===== src/rtl/tx_byte_arbiter.sv =====
// Round-robin arbiter sharing one UART transmit byte channel between N_REQ level-held command
// sources: a byte is sent when it changes to a new nonzero value and re-sent on every refresh wrap.
module tx_byte_arbiter #(
  parameter int unsigned N_REQ          = 4,
  parameter int unsigned REFRESH_CYCLES = 50000000,
  parameter int unsigned BUSY_TIMEOUT   = 1000
) (
  input  logic               clk,
  input  logic               rst,
  input  logic [8*N_REQ-1:0] req_data,
  input  logic               tx_busy,
  output logic               tx_start,
  output logic [7:0]         tx_data,
  output logic [N_REQ-1:0]   grant,
  output logic               sent_pulse
);

  localparam int unsigned IW = $clog2(N_REQ);
  localparam int unsigned RW = $clog2(REFRESH_CYCLES);
  localparam int unsigned TW = $clog2(BUSY_TIMEOUT);

  localparam logic [IW-1:0] RR_INIT  = IW'(N_REQ - 1);
  localparam logic [RW-1:0] REF_LAST = RW'(REFRESH_CYCLES - 1);
  localparam logic [TW-1:0] TO_LAST  = TW'(BUSY_TIMEOUT - 1);

  typedef enum logic [1:0] {StIdle, StStart, StWaitHi, StWaitLo} state_e;

  state_e           state;
  logic [N_REQ-1:0] pending;
  logic [7:0]       last_sent [N_REQ];
  logic [IW-1:0]    rr_ptr;
  logic [RW-1:0]    ref_cnt;
  logic [TW-1:0]    wait_cnt;

  logic [7:0]       req [N_REQ];
  logic [N_REQ-1:0] eligible;
  logic             ref_wrap;
  logic             pick_valid;
  logic [IW-1:0]    pick_idx;
  logic [IW-1:0]    cand;

  assign ref_wrap = (ref_cnt == REF_LAST);

  // A pending source whose byte has since dropped to zero is never granted, so 0x00 is never sent.
  always_comb begin
    for (int unsigned i = 0; i < N_REQ; i++) begin
      req[i]      = req_data[8*i +: 8];
      eligible[i] = pending[i] && (req[i] != 8'h00);
    end
  end

  // Walk downwards so the candidate closest after rr_ptr is the last (winning) assignment.
  always_comb begin
    pick_valid = 1'b0;
    pick_idx   = '0;
    cand       = '0;
    for (int unsigned off = N_REQ; off >= 1; off--) begin
      cand = IW'((32'(rr_ptr) + off) % N_REQ);
      if (eligible[cand]) begin
        pick_valid = 1'b1;
        pick_idx   = cand;
      end
    end
  end

  always_ff @(posedge clk) begin
    if (rst) begin
      state      <= StIdle;
      tx_start   <= 1'b0;
      tx_data    <= 8'h00;
      grant      <= '0;
      sent_pulse <= 1'b0;
      pending    <= '0;
      rr_ptr     <= RR_INIT;
      ref_cnt    <= '0;
      wait_cnt   <= '0;
      for (int unsigned i = 0; i < N_REQ; i++) begin
        last_sent[i] <= 8'h00;
      end
    end else begin
      ref_cnt    <= ref_wrap ? '0 : ref_cnt + 1'b1;
      tx_start   <= 1'b0;
      sent_pulse <= 1'b0;

      for (int unsigned i = 0; i < N_REQ; i++) begin
        if (req[i] == 8'h00) begin
          last_sent[i] <= 8'h00;
        end
        if (((req[i] != 8'h00) && (req[i] != last_sent[i])) ||
            (ref_wrap && (last_sent[i] != 8'h00))) begin
          pending[i] <= 1'b1;
        end else if (req[i] == 8'h00) begin
          pending[i] <= 1'b0;
        end
      end

      // Assignments below come later and override the per-source updates above.
      unique case (state)
        StIdle: begin
          if (pick_valid) begin
            tx_data             <= req[pick_idx];
            last_sent[pick_idx] <= req[pick_idx];
            pending[pick_idx]   <= 1'b0;
            grant               <= N_REQ'(1) << pick_idx;
            rr_ptr              <= pick_idx;
            state               <= StStart;
          end
        end
        StStart: begin
          tx_start <= 1'b1;
          wait_cnt <= '0;
          state    <= StWaitHi;
        end
        StWaitHi: begin
          if (tx_busy) begin
            state <= StWaitLo;
          end else if (wait_cnt == TO_LAST) begin
            state           <= StIdle;
            grant           <= '0;
            pending[rr_ptr] <= 1'b1;
          end else begin
            wait_cnt <= wait_cnt + 1'b1;
          end
        end
        StWaitLo: begin
          if (!tx_busy) begin
            state      <= StIdle;
            sent_pulse <= 1'b1;
            grant      <= '0;
          end
        end
        default: state <= StIdle;
      endcase
    end
  end

endmodule


===== config.mk =====
export PLATFORM = sky130hd
export DESIGN_NAME = tx_byte_arbiter
export DESIGN_NICKNAME = d
export VERILOG_FILES = /design/src/rtl/tx_byte_arbiter.sv
export SDC_FILE = /design/constraint.sdc
export NUM_CORES = 1
export LEC_CHECK = 0
export ABC_AREA = 1
export CORE_MARGIN = 8
export CORE_UTILIZATION = 50
export DETAILED_ROUTE_END_ITERATION = 8
export GPL_TIMING_DRIVEN = 0
export PLACE_DENSITY = 0.71
export SLEW_MARGIN = 10
export SYNTH_ARGS = -nofsm -noshare
export SYNTH_HDL_FRONTEND = slang
export SYNTH_SLANG_ARGS = --single-unit

===== constraint.sdc =====
create_clock -name clk -period 4.95 [get_ports clk]
set_input_delay 0.495 -clock clk [delete_from_list [all_inputs] [get_ports clk]]
set_output_delay 0.495 -clock clk [all_outputs]
set_load 0.05 [all_outputs]

==> results_dict.tcl <==
set metrics [dict create \
    synth_edf_count 32 \
    clkSinkCount 90 \
    die_area_um2 14100 \
    via_count 4775 \
    gr-total-overflow 0 \
    reg2reg_depth 10 \
    critical_path.max_fanout 10 \
    finalWorstSetupSlack_ns 1.80 \
    synth_seq_area_share 0.401 \
    grt_pass1_wl_mm 22.6 \
    synth_area_leader_cell "dfxtp_1" \
    final_util 0.593 \
    synth_cells 709 \
    ys_seq_elements 90 \
    num_antenna_cells 0 \
    io_pins 49 \
    cts_buffers 9 \
    max_freq_mhz 317 \
    fillCellCount 959 \
    fin_setup_tns_ns 0 \
    portBuffers 47 \
    slowest_delay_ns 0.64 \
    cp_data_arrival_time_ns 3.15 \
    worst_hold_path.endpoint "ref_cnt[0]" \
    regArea_um2 2120 \
    clockRootBuffer "clkbuf_8" \
    fin_nets 812 \
    cp.buffers_inverters 3 \
    outcome "finished, final reports clean" \
    cts_resized 0 \
    multi_input_area_um2 2650 \
    power_density_nw_per_um2 649 \
    yosys.area.top_type_share 0.219 \
    wire_per_inst_um 14.7 \
    reg2reg_to "last_sent[3][6]" \
    drive_gt1_frac 0.124 \
    htreeDepth 3 \
    path_cells "clkdlybuf4s50_1, inv_1, nand2_1, nor2_1, nand2_2, nand3_1, nand2_2, nand2_2, nand2_1, nand2_1, nand2_1, nand2_1, clkbuf_1, nand2_1, o211ai_1" \
    clkTransAtPathRegs_ns 0.09 \
    setup_viol 0 \
    finalCritPeriodShare 0.637 \
    end_kind "register" \
    place.gp.congestion 0.912 \
    maxSlewViolCount 0 \
    finalHoldViolCount 0 \
    design_area_um2 6120 \
    core-area_um2 10300 \
    drt-initial-drc-count 316 \
    antenna_found_initial 0 \
    synth_ff_type "dfxtp_1" \
    initial_core_util 0.513 \
    reg2reg_setup_slack_ns 1.89 \
    critPathMostFrequentCell "nand2_1" \
    total_power_w 0.00397 \
    synth_nets 754 \
    drv_cap 0 \
    dpl_cell_area_um2 5940 \
    hpwlAfterDp_mm 10.6 \
    async_flop_share 0 \
    critPathTopFamily "simple AND/OR/NAND/NOR gates" \
    clk_latency_ns 0.36 \
    ys_types 49 \
    die_width_um 119 \
    syn-mean-instance-area_um2 7.47 \
    ir_drop_uv 283 \
    antenna_left 0 \
    drtPass1Iterations 5 \
    viasPerCell 5.26 \
    synth_area_leaders "dfxtp_1 22%, edfxtp_1 18%, nand2_1 9.4%, inv_1 7.1%, nor2_1 5.7%" \
    p_leak_nw 2.72 \
    finClkSkew_ns 0.0102 \
    crit_slowest_cell "o211ai_1" \
    rr_startpoint "rr_ptr[0]" \
    cts_setup_buffers 0 \
    syn2layout_area_growth_pct 15.6 \
    cts_buffer_depth 2 \
    synth_most_common_cell "nand2_1" \
    grt_max_degree 17 \
    totalWireLength_mm 13.4 \
    path_depth 15 \
    syn_area_um2 5300 \
    hold_start "ref_cnt[0]" \
    place_ws_ns 1.46 \
    drcViolationCount 0 \
    crit_type "in2reg" \
    track_usage 0.193 \
    relSlewSlack 0.442 \
    cp-start-kind "input pin" \
    fin_crit_ns 3.15 \
    hp-class "reg2reg" \
    holdBufCountCts 0 \
    die_h_um 119 \
    num_rows 37 \
    yosys_warnings 0 \
    cts_tree "built" \
    synth_commonest_cells "133 x nand2_1, 100 x inv_1, 81 x nor2_1" \
    rsz0062_at_grt "false" \
    grt_pass1_vias 4760 \
    crit_required_ns 4.94 \
    hold-path-cell-count 1 \
    tightest_slew_ns 0.829 \
]
==> cell families (layout without fill, tap and decap cells) <==
group,Yosys count,after routing,synth area share
DFF,90,90,0.401
adders and majority gates,10,10,0.0236
and+or+nand+nor,390,390,0.362
xor gates and xnor gates,18,18,0.0298
AOI/OAI and AO/OA,73,73,0.0851
buffers and inverters,128,191,0.0988
==> layer usage <==
layer | up-vias | track usage | part of all wire
met1 | 2196 | 0.233 | 0.45
li1 | 2445 | - | -
met2 | 110 | 0.337 | 0.48
met4 | 0 | 0.0617 | 0.019
met5 | - | 0 | 0
met3 | 24 | 0.0383 | 0.050
==> flip-flops by register name, indices dropped and copies added, names as in the netlist <==
name / count
last_sent: 32
ref_cnt: 26
wait_cnt: 10
tx_data: 8
grant: 4
pending: 4
rr_ptr: 2
state: 2
sent_pulse: 1
tx_start: 1
==> cells in the final DEF, fill, tap and decap left out, types with 7 or more instances in the layout <==
cell type          n
nor3_1            27
ha_1              10
and2_1             7
clkbuf_8          10
nand2_2           23
xnor2_1            7
nand4_1           29
nor2_2             9
nand2_1          133
nand3_2            7
xor2_1            11
o21ai_0            9
inv_1            100
a21oi_1           34
edfxtp_1          32
nor2_1            81
nor4_1             7
nand3_1           42
inv_2              8
dfxtp_1           58
clkdlybuf4s50_1   47
==> report_power, final <==
part	total, W	switching, W	leakage [nW]	internal, W
sequential	0.00112	0.000138	0.806	0.000984
clock	0.000474	0.000273	0.0938	0.000202
combinational	0.00238	0.00161	1.82	0.000770
total	0.00397	0.00202	2.72	0.00196
==> layout make-up <==
| type | instances | share of cell area |
|---|---|---|
| Clock buffer | 10 | 0.0225 |
| Clock inverter | 6 | 0.00797 |
| Tap cell | 136 | 0.0278 |
| Timing Repair Buffer | 47 | 0.0768 |
| Sequential cell | 90 | 0.347 |
| Inverter | 110 | 0.0679 |
| Multi-Input combinational cell | 491 | 0.433 |
| Buffer | 18 | 0.0176 |
==> how the worst max path moves through the flow <==
stage | end | slack [ns] | start
floorplan | last_sent[3][0] | 2.41 | rr_ptr[0]
detailed placement | last_sent[3][1] | 1.46 | req_data[8]
finish | last_sent[3][6] | 1.80 | req_data[15]
global route | last_sent[3][6] | 1.54 | req_data[15]
CTS | last_sent[3][6] | 1.83 | req_data[8]
global placement | last_sent[3][0] | 1.53 | req_data[10]
==> through the flow <==
| stage | hold WS [ns] | cells |
|---|---|---|
| 6_report | 0.448 | 908 |
| 5_1_grt | 0.489 | 908 |
| 4_1_cts | 0.453 | 908 |
| 3_5_place_dp | 0.434 | 892 |
| 3_3_place_gp | 0.428 | 892 |
| 2_1_floorplan | 0.418 | 709 |
(Power assumes the default switching activity.)
